===== src/rtl/mem_port_arbiter.sv =====
// ---------------------------------------------------------------------------
// mem_port_arbiter
//
// Shares the single external memory port between the I-cache and D-cache
// line miss paths. One line transfer is in flight at a time. Each transfer
// uses a req/ready handshake toward memory and a one-cycle ack toward the
// requesting cache. The core stall is asserted while any miss is outstanding.
//
// Parameters:
//   ADDR_W        byte address width
//   LINE_W        cache line width in bits
//
// Ports:
//   clk_i         clock; all state updates on the rising edge
//   rsn_i         asynchronous active-low reset
//   ic_req_i      I-cache line read request, held until ic_ack_o
//   ic_addr_i     I-cache line address
//   ic_ack_o      one-cycle pulse: I-cache fill complete, fill_data_o valid
//   dc_req_i      D-cache request, held until dc_ack_o
//   dc_we_i       1 = line writeback, 0 = line read
//   dc_addr_i     D-cache line address
//   dc_wdata_i    writeback line data
//   dc_ack_o      one-cycle pulse: D-cache transfer complete
//   fill_data_o   last line read from memory
//   mem_req_o     memory request, held until mem_ready_i
//   mem_we_o      write qualifier for mem_req_o
//   mem_addr_o    line-aligned memory address
//   mem_wdata_o   writeback data to memory
//   mem_ready_i   one-cycle pulse: memory finished the current request
//   mem_rdata_i   read data, valid with mem_ready_i
//   stall_core_o  pipeline stall to all latches
//
// Build option:
//   MEM_PORT_ARBITER_DPRIO_EN  when defined, the D-cache always wins a tie;
//                              otherwise ties are resolved round-robin.
// ---------------------------------------------------------------------------
module mem_port_arbiter #(
  parameter int ADDR_W = 32,
  parameter int LINE_W = 128
) (
  input  logic              clk_i,
  input  logic              rsn_i,
  input  logic              ic_req_i,
  input  logic [ADDR_W-1:0] ic_addr_i,
  output logic              ic_ack_o,
  input  logic              dc_req_i,
  input  logic              dc_we_i,
  input  logic [ADDR_W-1:0] dc_addr_i,
  input  logic [LINE_W-1:0] dc_wdata_i,
  output logic              dc_ack_o,
  output logic [LINE_W-1:0] fill_data_o,
  output logic              mem_req_o,
  output logic              mem_we_o,
  output logic [ADDR_W-1:0] mem_addr_o,
  output logic [LINE_W-1:0] mem_wdata_o,
  input  logic              mem_ready_i,
  input  logic [LINE_W-1:0] mem_rdata_i,
  output logic              stall_core_o
);

  localparam logic [1:0] IDLE   = 2'd0;
  localparam logic [1:0] BUSY_I = 2'd1;
  localparam logic [1:0] BUSY_D = 2'd2;
  localparam logic [1:0] RESP   = 2'd3;

  // Byte-offset bits within a line are cleared on the way to memory.
  localparam int              OFFS_W    = $clog2(LINE_W / 8);
  localparam logic [ADDR_W-1:0] LINE_MASK = {ADDR_W{1'b1}} << OFFS_W;

  logic [1:0] state;
  logic       grant_d;

`ifndef MEM_PORT_ARBITER_DPRIO_EN
  // Remembers the winner of the most recent tie; 1 = D-cache.
  logic       last_grant_d;
`endif

  // Grant decision for IDLE. A lone requester always wins; on a tie the
  // D-cache wins under fixed priority, otherwise the side that lost the
  // previous tie wins.
  always_comb begin
    grant_d = dc_req_i;
`ifndef MEM_PORT_ARBITER_DPRIO_EN
    if (ic_req_i && dc_req_i) begin
      grant_d = ~last_grant_d;
    end
`endif
  end

  assign stall_core_o = (ic_req_i & ~ic_ack_o) | (dc_req_i & ~dc_ack_o);

  // Transfer sequencing. Memory-side outputs are captured at grant so they
  // stay stable for the whole transfer regardless of requester activity.
  always_ff @(posedge clk_i or negedge rsn_i) begin
    if (!rsn_i) begin
      state        <= IDLE;
      mem_req_o    <= 1'b0;
      mem_we_o     <= 1'b0;
      mem_addr_o   <= '0;
      mem_wdata_o  <= '0;
      fill_data_o  <= '0;
      ic_ack_o     <= 1'b0;
      dc_ack_o     <= 1'b0;
`ifndef MEM_PORT_ARBITER_DPRIO_EN
      last_grant_d <= 1'b1;
`endif
    end else begin
      ic_ack_o <= 1'b0;
      dc_ack_o <= 1'b0;
      case (state)
        IDLE: begin
          if (ic_req_i || dc_req_i) begin
            state       <= grant_d ? BUSY_D : BUSY_I;
            mem_req_o   <= 1'b1;
            mem_we_o    <= grant_d & dc_we_i;
            mem_addr_o  <= (grant_d ? dc_addr_i : ic_addr_i) & LINE_MASK;
            mem_wdata_o <= grant_d ? dc_wdata_i : '0;
`ifndef MEM_PORT_ARBITER_DPRIO_EN
            // Only ties move the round-robin pointer.
            if (ic_req_i && dc_req_i) begin
              last_grant_d <= grant_d;
            end
`endif
          end
        end
        BUSY_I, BUSY_D: begin
          if (mem_ready_i) begin
            state     <= RESP;
            mem_req_o <= 1'b0;
            if (!mem_we_o) begin
              fill_data_o <= mem_rdata_i;
            end
            ic_ack_o <= (state == BUSY_I);
            dc_ack_o <= (state == BUSY_D);
          end
        end
        RESP: begin
          // Requests are not sampled here; the acked requester is still
          // holding req during this cycle.
          state <= IDLE;
        end
        default: begin
          state <= IDLE;
        end
      endcase
    end
  end

endmodule


===== config.mk =====
export PLATFORM = sky130hd
export DESIGN_NAME = mem_port_arbiter
export DESIGN_NICKNAME = d
export VERILOG_FILES = /design/src/rtl/mem_port_arbiter.sv
export SDC_FILE = /design/constraint.sdc
export NUM_CORES = 1
export LEC_CHECK = 0
export ABC_AREA = 1
export CAP_MARGIN = 20
export CORE_AREA = 2 2 241 243
export DETAILED_ROUTE_END_ITERATION = 10
export DIE_AREA = 0 0 243 245
export PLACE_DENSITY = 0.5
export SLEW_MARGIN = 30
export SYNTH_ARGS = -nofsm -noshare
export SYNTH_HDL_FRONTEND = slang
export SYNTH_SLANG_ARGS = --single-unit

===== constraint.sdc =====
create_clock -name clk_i -period 2.17 [get_ports clk_i]
set_input_delay 0.3255 -clock clk_i [delete_from_list [all_inputs] [get_ports clk_i]]
set_output_delay 0.3255 -clock clk_i [all_outputs]
set_load 0.01 [all_outputs]

==> results of run 1 <==
[worst register-to-register path, stage by stage, from the launching register on]
cell and delay (ps):
dfrtp_1 380, inv_1 90, ha_1 380, nand3_4 340, buf_12 340, o21ai_0 220
[cell usage in the layout, fill, tap and decap left out]
master	count
bufinv_16	5
nand3_4	1
dlygate4sd3_1	1
clkbuf_1	10
or2_2	1
nand3b_1	28
a21oi_1	3
clkinv_2	6
clkbuf_16	38
o21ai_0	130
ha_1	4
clkdlybuf4s50_1	605
nand2_1	615
diode_2	1
dfstp_2	1
dfrtp_1	290
clkinv_8	1
o22ai_1	1
buf_12	11
buf_4	32
clkinvlp_4	2
clkbuf_8	3
nor2_2	1
nand3_1	31
inv_4	1
conb_1	4
nor2_4	2
nor2_1	2
inv_2	1
inv_1	166
buf_8	1
[worst max-delay path by stage]
stage / endpoint / slack [ps]
5_1_grt: stall_core_o / 100
3_3_place_gp: mem_addr_o[6] / 190
4_1_cts: stall_core_o / 120
6_report: stall_core_o / 180
3_5_place_dp: mem_addr_o[6] / 170
2_1_floorplan: fill_data_o[45] / 640
[metrics by stage]
step,instances,hold slack [ps],total power (uW),util (%),area [um^2]
2_1_floorplan,1358,29.9,14000,-,11700
3_3_place_gp,2696,365,21200,33.1,18900
3_5_place_dp,2696,365,21300,33.1,18900
4_1_cts,2762,273,27900,35.3,20100
5_1_grt,2763,293,29400,35.3,20100
6_report,2763,326,27300,35.3,20100
[cells by family after synthesis]
| group | synth area share, % |
|---|---|
| AND/OR/NAND/NOR | 23.2 |
| AO/OA/AOI/OAI | 5.73 |
| other | 0.0320 |
| flip-flops | 62.1 |
| buffers and inverters | 8.56 |
| adder cells (fa/ha/maj) | 0.427 |
[synthesized netlist by cell type]
cell type  count  area share (%)
nand2_1      615              20
dfrtp_1      290              62
inv_1        166             5.3
o21ai_0      130             5.5
buf_2         37             1.6
nand3_1       32             1.4
nand3b_1      28             1.8
clkbuf_1      23            0.74
buf_4         11            0.70
buf_1          5            0.16
ha_1           4            0.43
a21oi_1        3            0.13
inv_2          2           0.064
nor2_1         2           0.064
nor2_2         2            0.11
conb_1         1           0.032
dfstp_2        1            0.22
nor2_4         1           0.096
o22ai_1        1           0.053
or2_2          1           0.053
[timing repair]
| item | 4_1_cts | 5_1_grt |
|---|---|---|
| hold endpoints to repair | 56 | 0 |
| hold buffers | 1 | 0 |
| gates resized for setup | 0 | 0 |
[area by class of cell]
class | count | share of cell area, %
antenna | 1 | 0.0124
clock inverter | 14 | 1.05
tap | 765 | 4.76
multi-input combinational | 823 | 17.2
timing repair buffer | 650 | 32.5
clock buffer | 51 | 5.12
sequential | 291 | 36.2
inverter | 168 | 3.15
[state kept, by name (all words and copies together) (netlist names)]
register and count:
mem_we_o 1, ic_ack_o 1, dc_ack_o 1, mem_req_o 1, mem_wdata_o 128, state 2
mem_addr_o 28, last_grant_d 1, fill_data_o 128
[per-layer routing]
layer / GRT usage (%) / wire length, um
met4: 4.47 / 1120
met2: 23.9 / 20200
met1: 16.3 / 17300
met5: 0 / 12
met3: 5.76 / 4110
[power groups by stage]
stage	clock network (uW)	registers, uW	logic, uW
2_1_floorplan	0	10200	3850
3_3_place_gp	0	9090	12100
3_5_place_dp	0	9180	12200
4_1_cts	6550	9150	12200
5_1_grt	6780	9450	13100
6_report	6300	9130	11900
==> reports/metrics.yaml, run 1 <==
critical_path:
  path_buf_inv: 1
  reg2reg_to: "fill_data_o[106]"
  r2r_cells: 5
  crit_path_start: "ic_ack_o"
  max_stage_delay_ps: 590
  timing.rr.start: "state[1]"
  cp-start-kind: "flop"
  critical_path_required_ps: 1840
  path_max_fanout: 2
  ff2ff_setup_slack_ps: 340
  critPathArrivalTime_ps: 1660
  crit_type: "reg2out"
  cp_top_family: "buffers and inverters"
  path_cells: "o22ai_1 > clkdlybuf4s50_1"
  critPathSlowestCell: "clkdlybuf4s50_1"
  end_kind: "primary output"
  cp.depth: 2
timing:
  finalSetupTns_ps: 0
  max_freq_ghz: 0.503
  rsz0062_at_grt: "false"
  worstMarginPinSlew_ps: 657
  fin_ws_ps: 182
  maxSlewHeadroom_pct: 56.2
  skew_ps: 12.8
  slew_viol_final: 0
  hold_viol_final: 0
  setup_viol: 0
  fin_crit_sh_pct: 91.6
  period_needed_ps: 1990
pwr:
  pwr-share-clk_pct: 23.1
  seqPwrFrac_pct: 33.4
  p_comb_share_pct: 43.5
  p_leak_uw: 0.00979
  cellPowerDensity_mw_per_mm2: 1360
  power_switching_uw: 9520
  internal_power_uw: 17800
  switching_share_pct: 34.8
  vdd_drop_max_mv: 0.719
grt:
  grt_usage_pct: 14.2
  grt_antenna_before_repair: 2
  grt_pass1_wl_um: 65800
  grt-ovfl-total: 0
  grt_max_degree: 74
  grt_pass1_vias: 11200
detailed_routing:
  postRouteAntennaNets: 0
  vias: 10700
  drt-total-wl_um: 42800
  drcViolationCount: 0
  first_pass_iters: 4
  wl_per_cell_um: 15.5
  drt_iter0_drc: 301
  via_per_inst: 3.89
cts:
  cts_buffers: 36
  post_cts_buffers: 0
  cts.sinks: 291
  cts_tree: "done"
  clkTransAtPathRegs_ps: 60
  clock_latency_ps: 530
  clockRootBuffer: "clkbuf_16"
  htreeDepth: 2
  clk_path_buf_depth: 3
finish:
  nNetsFinal: 2300
  n_fill_cell: 5924
  multi_input_comb_area_mm2: 0.00347
  syn_to_final_growth_pct: 71.6
  layout-drive-gt1-share_pct: 5.36
  ff_latch_area_mm2: 0.00728
hold_path:
  holdCritPathClass: "in2reg"
  whs_path_depth: 3
  min_from: "dc_wdata_i[82]"
  min_to: "mem_wdata_o[82]"
placement:
  gp_congestion: 0.857
  port_buffers: 606
  dpl.hpwl_um: 32200
  pre_cts_slack_ps: 172
die:
  die_h_um: 245
  io_pins: 619
  placementRows: 88
  coreArea_mm2: 0.0570
  die_area_mm2: 0.0595
  initial_core_util_pct: 20.6
  die_w_um: 243
synthesis:
  yosysSeqAreaShare_pct: 62.1
  synth_cell_type_count: 20
  syn_area_mm2: 0.0117
  ys.warnings.count: 0
  synthCells: 1355
  ys_ff_latch: 291
  syn_avg_cell_area_um2: 8.66
run:
  max-cap-violations: 0
outcome:
  status: "completed"
Note: power is estimated with default switching activity, not from simulation.
==> run 2: changes to the inputs <==
==> constraint.sdc (replaced) <==
create_clock -name clk_i -period 1.96 [get_ports clk_i]
set_input_delay 0.294 -clock clk_i [delete_from_list [all_inputs] [get_ports clk_i]]
set_output_delay 0.294 -clock clk_i [all_outputs]
set_load 0.01 [all_outputs]
==> run 2 against run 1 <==
Against the previous run:
- register-to-register slack lost 160 ps
- final cell count grew 0.43%
- sequential power grew 11%
- worst hold slack lost 34 ps
- final area grew 0.52%
- die area is the same
- clock-buffer cell count grew 2
- largest power group unchanged
==> reports/metrics.yaml, run 2 (synthesis results as in run 1) <==
detailed_routing:
  drcViolationCount: 0
  drt-met1-wl_um: 18000
  postRouteAntennaNets: 0
  drt_iter0_drc: 345
  dr_wl_met3_um: 3830
  wl_per_cell_um: 15.7
  first_pass_iters: 4
  vias: 10900
  via_per_inst: 3.92
  drt-total-wl_um: 43700
  top_layer_used: "met4"
  dr_wl_met2_um: 20900
placement:
  gp_congestion: 0.893
  port_buffers: 606
  dpl.hpwl_um: 32500
pwr:
  switching_share_pct: 35.0
  pwr-share-clk_pct: 22.6
  p_leak_uw: 0.00985
  seqPwrFrac_pct: 33.1
  power_switching_uw: 10700
  vdd_drop_max_mv: 0.830
  p_comb_share_pct: 44.3
  cellPowerDensity_mw_per_mm2: 1510
  internal_power_uw: 19900
timing:
  setup_viol: 0
  skew_ps: 17.5
  max_freq_ghz: 0.537
  fin_crit_sh_pct: 95.0
  finalSetupTns_ps: 0
  rsz0062_at_grt: "false"
  hold_viol_final: 0
  slew_viol_final: 0
  period_needed_ps: 1860
  whs_ps: 292
grt:
  grt_antenna_before_repair: 0
  grt-ovfl-total: 0
  grt_pass1_vias: 11300
  grt_max_degree: 54
  grt_pass1_wl_um: 65900
  grt_usage_pct: 14.2
cts:
  cts_buffers: 36
  htreeDepth: 2
  clockRootBuffer: "clkbuf_16"
  cts_tree: "done"
  clkTransAtPathRegs_ps: 60
  clock_latency_ps: 540
  clk_path_buf_depth: 3
  cts.sinks: 291
critical_path:
  critPathSlowestCell: "clkdlybuf4s50_1"
  max_stage_delay_ps: 670
  path_max_fanout: 2
  end_kind: "primary output"
  critical_path_required_ps: 1670
  cp_top_family: "buffers and inverters"
  path_buf_inv: 1
  critPathArrivalTime_ps: 1570
  cp-start-kind: "flop"
  crit_type: "reg2out"
  path_cells: "clkdlybuf4s50_1"
die:
  placementRows: 88
  die_w_um: 243
  coreArea_mm2: 0.0570
  initial_core_util_pct: 20.6
  die_h_um: 245
  io_pins: 619
  die_area_mm2: 0.0595
hold_path:
  holdCritPathClass: "in2reg"
finish:
  nNetsFinal: 2312
  final_cell_mix: "nand2_1 (615), clkdlybuf4s50_1 (604), dfrtp_1 (290), inv_1 (166), o21ai_0 (130)"
  top_regs: "fill_data_o: 128 flops, mem_wdata_o: 128 flops, mem_addr_o: 28 flops"
  layout-drive-gt1-share_pct: 6.02
  final_common_cell: "nand2_1"
  syn_to_final_growth_pct: 72.5
outcome:
  status: "completed"
run:
  max-cap-violations: 0
run 2: changes by cell type in the layout (fill, tap and decap cells not counted), sizes merged:
cell,change
dlygate4sd2,+1
clkinv,-2
clkdlybuf4s50,-1
clkbuf,+2
bufinv,-1
inv,+2
buf,+11
nand3,+1
clkinvlp,-1
run 2: final cells by class:
cell class              count  area [um^2]
clock buffers              53         1060
inverters                 168          633
multi-input cells         824         3480
well taps                 765          957
diodes                      1         2.50
flip-flops and latches    291         7280
clock inverters            12          170
fillers                  5883        36800
repair buffers            661         6650
run 2: final timing paths:
| kind | start | endpoint | slack (ps) | depth (start not counted) |
|---|---|---|---|---|
| min in group asynchronous | rsn_i | mem_wdata_o[28] | 300 | 2 |
| min | dc_wdata_i[15] | mem_wdata_o[15] | 290 | 3 |
| min reg2reg | mem_wdata_o[28] | mem_wdata_o[28] | 480 | 2 |
| max | fill_data_o[93] | fill_data_o[93] | 100 | 1 |
| max in group asynchronous | rsn_i | mem_wdata_o[13] | 960 | 3 |
| max reg2reg | state[1] | fill_data_o[31] | 180 | 6 |
run 2: timing repair:
| action | 4_1_cts | 5_1_grt |
|---|---|---|
| hold buffers | 1 | 0 |
| gates resized for setup | 1 | 1 |
| setup endpoints to repair | 1 | 7 |
| cloned | 0 | 1 |
| hold endpoints to repair | 33 | 0 |
| pin swaps | 0 | 1 |
| setup buffers | 0 | 1 |
run 2: per-layer routing:
layer  track usage, %  up-vias
li1                 -     5342
met1             16.8     5048
met2             24.0      421
met3             5.35       60
met4             4.04        0
met5                0        -
run 2: tightest hold or removal path, cell delays in order:
cell and delay (ps):
clkdlybuf4s50_1 390, nand2_1 60, nand2_1 40
run 2: stage by stage:
stage	util [%]	setup WS, ps	std cells	total power (uW)	area, um^2
after global placement	33.2	1.17	2706	23700	19000
after floorplan	-	430	1358	15500	11700
after global routing	35.5	55.6	2774	32800	20200
final	35.5	98.4	2775	30600	20200
after detailed placement	33.2	35.0	2706	23800	19000
after CTS	35.4	43.3	2772	31000	20200
run 2: power by group through the flow:
stage	Sequential, uW	Clock (uW)	Combinational, uW
floorplan	11300	0	4260
global placement	10100	0	13600
detailed placement	10200	0	13700
CTS	10100	7140	13700
global route	10500	7380	14900
finish	10100	6910	13600
